## src/rtl/serial_adder.sv

```systemverilog
// Bit-serial adder: one full-adder cell processes a+b+cin LSB first, one bit per clock,
// behind a start/ready/done handshake. sum/cout are registered and held between results.

module sa_half_adder (
    input  logic a,
    input  logic b,
    output logic s,
    output logic c
);
    assign s = a ^ b;
    assign c = a & b;
endmodule

module sa_full_adder (
    input  logic a,
    input  logic b,
    input  logic ci,
    output logic s,
    output logic co
);
    logic s1;
    logic c1;
    logic c2;

    sa_half_adder u_ha0 (
        .a (a),
        .b (b),
        .s (s1),
        .c (c1)
    );

    sa_half_adder u_ha1 (
        .a (s1),
        .b (ci),
        .s (s),
        .c (c2)
    );

    // The two half-adder carries can never both be 1, so OR gives the majority.
    assign co = c1 | c2;
endmodule

module serial_adder #(
    parameter int WIDTH = 8
) (
    input  logic             clk,
    input  logic             rst,
    input  logic             start,
    input  logic [WIDTH-1:0] a,
    input  logic [WIDTH-1:0] b,
    input  logic             cin,
    output logic             ready,
    output logic             busy,
    output logic             done,
    output logic [WIDTH-1:0] sum,
    output logic             cout
);
    localparam int CW = $clog2(WIDTH) + 1;

    typedef enum logic [1:0] {
        S_IDLE = 2'd0,
        S_RUN  = 2'd1,
        S_DONE = 2'd2
    } state_t;

    state_t state;
    state_t state_next;

    logic [WIDTH-1:0] a_sr;
    logic [WIDTH-1:0] b_sr;
    logic [WIDTH-1:0] psum;
    logic [WIDTH-1:0] psum_next;
    logic             carry;
    logic             bit_s;
    logic             bit_c;
    logic [CW-1:0]    cnt;
    logic             last_bit;
    logic             accept;

    sa_full_adder u_fa (
        .a  (a_sr[0]),
        .b  (b_sr[0]),
        .ci (carry),
        .s  (bit_s),
        .co (bit_c)
    );

    // New sum bit enters at the MSB so that after WIDTH shifts bit 0 sits at the LSB.
    assign psum_next = (psum >> 1) | (WIDTH'(bit_s) << (WIDTH - 1));
    assign last_bit  = (cnt == CW'(WIDTH - 1));
    assign accept    = (state == S_IDLE) && start;

    always_ff @(posedge clk) begin
        if (rst) begin
            state <= S_IDLE;
        end else begin
            state <= state_next;
        end
    end

    always_comb begin
        state_next = state;
        case (state)
            S_IDLE: begin
                if (start) begin
                    state_next = S_RUN;
                end
            end
            S_RUN: begin
                if (last_bit) begin
                    state_next = S_DONE;
                end
            end
            S_DONE: begin
                state_next = S_IDLE;
            end
            default: begin
                state_next = S_IDLE;
            end
        endcase
    end

    always_ff @(posedge clk) begin
        if (rst) begin
            a_sr  <= '0;
            b_sr  <= '0;
            psum  <= '0;
            carry <= 1'b0;
            cnt   <= '0;
            sum   <= '0;
            cout  <= 1'b0;
        end else if (accept) begin
            a_sr  <= a;
            b_sr  <= b;
            psum  <= '0;
            carry <= cin;
            cnt   <= '0;
        end else if (state == S_RUN) begin
            a_sr  <= a_sr >> 1;
            b_sr  <= b_sr >> 1;
            psum  <= psum_next;
            carry <= bit_c;
            cnt   <= cnt + CW'(1);
            // Result registers only move on the final bit; they hold across later runs.
            if (last_bit) begin
                sum  <= psum_next;
                cout <= bit_c;
            end
        end
    end

    assign ready = (state == S_IDLE);
    assign busy  = (state == S_RUN);
    assign done  = (state == S_DONE);
endmodule

```

## config.mk

```make
export PLATFORM = sky130hd
export DESIGN_NAME = serial_adder
export DESIGN_NICKNAME = d
export VERILOG_FILES = /design/src/rtl/serial_adder.sv
export SDC_FILE = /design/constraint.sdc
export NUM_CORES = 1
export LEC_CHECK = 0
export BUFFER_PORTS_ARGS = -buffer_cell sky130_fd_sc_hd__buf_2
export CORE_MARGIN = 2
export CORE_UTILIZATION = 54
export CTS_CLUSTER_DIAMETER = 100
export DETAILED_ROUTE_END_ITERATION = 7
export PLACE_DENSITY = 0.78
export SLEW_MARGIN = 40
export SYNTH_ARGS = -nofsm -noshare
export SYNTH_HDL_FRONTEND = slang
export SYNTH_SLANG_ARGS = --single-unit
export TNS_END_PERCENT = 100
```

## constraint.sdc

```tcl
create_clock -name clk -period 1.59 [get_ports clk]
set_input_delay 0.159 -clock clk [delete_from_list [all_inputs] [get_ports clk]]
set_output_delay 0.159 -clock clk [all_outputs]
set_load 0.02 [all_outputs]
```

==> impl_metrics.yaml <==
timing:
  grt_setup_unrepaired: "no"
  finalSetupViolCount: 0
  finClkSkew_ns: 0.002187
  fin_crit_sh_pct: 91.38
  fmax_mhz: 688.2
  slew_viol_final: 0
  max-slew-margin-rel_pct: 73.88
  hold_viol_final: 0
  worstMarginPinSlew_ns: 0.3918
  setup_tns_ns: 0
  layout_min_cycle_time_ns: 1.453
die:
  die_y_um: 61.64
  dieArea_um2: 3799
  pin_count: 32
  start_util_pct: 57.82
  core_um2: 3103
  rows: 20
  dieWidth_um: 61.64
power:
  fin_total_pwr_w: 0.001777
  ir_drop_v: 0.0006234
  power.density_nw_per_um2: 890.5
  p_leak_nw: 0.7550
routing:
  drc: 0
  wl_per_cell_um: 11.24
  dr_total_vias: 1380
  detail_route.vias_per_cell: 5.036
  wl_mm: 3.080
  drt_iter0_markers: 62
  ant_nets: 0
  drt-pass1-iter-count: 4
setup_path:
  path_delay_family: "buffers and inverters"
  critPathKind: "reg -> out"
  critical_path_arrival_ns: 1.29
  critPathRequiredTime_ns: 1.43
  crit_fanout: 23
  cp-start-kind: "register"
  cp_num_buf_inv: 2
  crit_chain: "nand2b_4, inv_6, buf_2"
  cp_slowest_cell: "dfxtp_1"
  cp-end-kind: "output port"
  slowest_delay_ns: 0.35
outcome:
  outcome: "completed"
grt:
  grt_pass1_vias: 1183
  antenna_found_initial: 0
  use_met3_pct: 6.933
  met2_usage_pct: 28.12
  busiest_layer: "met2"
  overflow: 0
  grt_usage_pct: 18.56
  grt_first_pass_wirelength_mm: 5.188
  grt_max_degree: 24
  grt_use_met1_pct: 24.77
placed_design:
  numPortBuffers: 31
  routabilityCongestion: 0.7422
  dp_hpwl_mm: 2.144
logic_synthesis:
  synth.cell_area_um2: 1794
  synth-seq-cells: 39
  ys_seq_area_share_pct: 43.51
  syn_area_per_cell_um2: 9.016
  yosysWarnings: 0
  synthCells: 199
  ys_types: 32
  syn_nets: 221
layout:
  nets: 251
  drive_gt1_share_pct: 26.96
  nFillCells: 287
  diodes: 0
  synthToLayoutAreaGrowth_pct: 11.23
cts:
  clk_pin_slew_ns: 0.11
  cts_tree: "done"
  cts_root_buf: "clkbuf_4"
  cts.sinks: 39
  numCtsBuffers: 5
  postCtsHoldBufs: 0
  cts_buffer_depth: 2
  htree_levels: 2
  clk_latency_ns: 0.33
flow_run:
  max_cap_violations: 0
hold_path:
  hp-class: "in -> reg"
## layout by cell type, fill, tap and decap left out, drive strengths merged
| cell type | count |
|---|---|
| a211oi | 12 |
| a21oi | 28 |
| and2b | 1 |
| buf | 38 |
| clkbuf | 7 |
| clkinv | 1 |
| dfxtp | 39 |
| fa | 1 |
| ha | 1 |
| inv | 2 |
| mux2i | 9 |
| nand2 | 30 |
| nand2b | 20 |
| nand3 | 3 |
| nand3b | 2 |
| nor2 | 21 |
| nor3 | 3 |
| nor3b | 1 |
| o21ai | 1 |
| o21ba | 1 |
| o221a | 1 |
| or2b | 2 |
| or3 | 1 |
| or3b | 3 |
| xnor2 | 1 |
| xor2 | 1 |
## layout make-up
type                            count  area, um2  area share (%)
Timing Repair Buffer               38      207.7           10.41
Sequential cell                    39      782.0           39.19
Inverter                            2      12.51          0.6270
Multi-Input combinational cell    143      888.4           44.51
Clock buffer                        7      45.04           2.257
Tap cell                           44      55.05           2.759
Clock inverter                      1      5.005          0.2508
## cells by family (layout without fill, tap and decap cells)
family	Yosys count	after routing	share of synthesized area, %
and+or+nand+nor	87	87	25.17
muxes	9	9	5.021
buffers and inverters	17	48	6.973
xor gates and xnor gates	2	2	0.9765
AOI/OAI and AO/OA	43	43	16.53
adders and majority gates	2	2	1.813
DFF	39	39	43.51
## metrics by stage
| stage | cell area [um2] | util [%] | cells | hold WS (ns) | setup WS [ns] |
|---|---|---|---|---|---|
| after floorplan | 1794 | - | 199 | 0.2950 | 0.3504 |
| after global placement | 1939 | 62.50 | 266 | 0.4023 | 0.2621 |
| after detailed placement | 1939 | 62.50 | 266 | 0.4122 | 0.2321 |
| after CTS | 1992 | 64.19 | 274 | 0.05031 | 0.03729 |
| after global routing | 1996 | 64.31 | 274 | 0.06267 | 0.03634 |
| final | 1996 | 64.31 | 274 | 0.05329 | 0.1370 |
## synth_stat cells
master,count,area [um2]
dfxtp_1,39,780.8
nand2_1,30,112.6
a21oi_1,28,140.1
nor2_1,20,75.07
nand2b_1,19,118.9
mux2i_1,9,90.09
a211oi_2,8,100.1
buf_6,6,67.56
a211oi_1,4,30.03
buf_2,4,20.02
buf_4,3,22.52
nand3_1,3,15.01
nor3_1,3,15.01
clkbuf_1,2,7.510
nand3b_1,2,15.01
or2b_1,2,15.01
or3b_2,2,17.52
and2b_2,1,8.760
fa_1,1,20.02
ha_1,1,12.51
inv_1,1,3.750
inv_2,1,3.750
nand2b_4,1,13.76
nor2_4,1,11.26
nor3b_4,1,18.77
o21ai_0,1,5.000
o21ba_2,1,10.01
o221a_2,1,11.26
or3_1,1,6.260
or3b_1,1,8.760
xnor2_1,1,8.760
xor2_1,1,8.760
## final timing paths
check	slack (ns)	startpoint	endpoint	depth (start not counted)
hold reg to reg	0.46	psum[1]$_SDFFE_PP0N_	psum[1]$_SDFFE_PP0N_	2
setup reg to reg	0.23	cnt[0]$_SDFFE_PP0N_	sum[6]$_SDFFE_PP0P_	4
hold / removal	0.05	b[7]	b_sr[7]$_SDFFE_PP0P_	3
setup / recovery	0.14	state[1]$_SDFFE_PP0P_	busy	3
## worst min-delay path: cells and delay by family
family	cells	cell delay, ns
AO/OA/AOI/OAI	1	0.05
buffers and inverters	1	0.10
AND/OR/NAND/NOR	1	0.05
## power breakdown
group / switching (W) / total (W) / internal (W)
registers: 0.0000269 / 0.00105 / 0.00102
logic: 0.000142 / 0.000256 / 0.000114
clock network: 0.000300 / 0.000472 / 0.000173
total: 0.000469 / 0.00178 / 0.00131
## flip-flops by register name, summed over array words and instances, names as in the netlist
register,count
cnt,4
cout,1
carry,1
a_sr,8
state,2
b_sr,8
psum,7
sum,8
## per-layer routing
| metal | share of wire (%) | vias to the layer above |
|---|---|---|
| met4 | 0.94 | 0 |
| met2 | 47 | 32 |
| met5 | 0 | - |
| li1 | - | 726 |
| met3 | 5.4 | 4 |
| met1 | 47 | 618 |
## repair_timing
item	4_1_cts	5_1_grt
cloned	0	0
gates resized for setup	1	2
endpoints found under the setup margin	1	1
pin swaps	0	0
buffers inserted	0	0
Power figures use the tool's default switching activity.
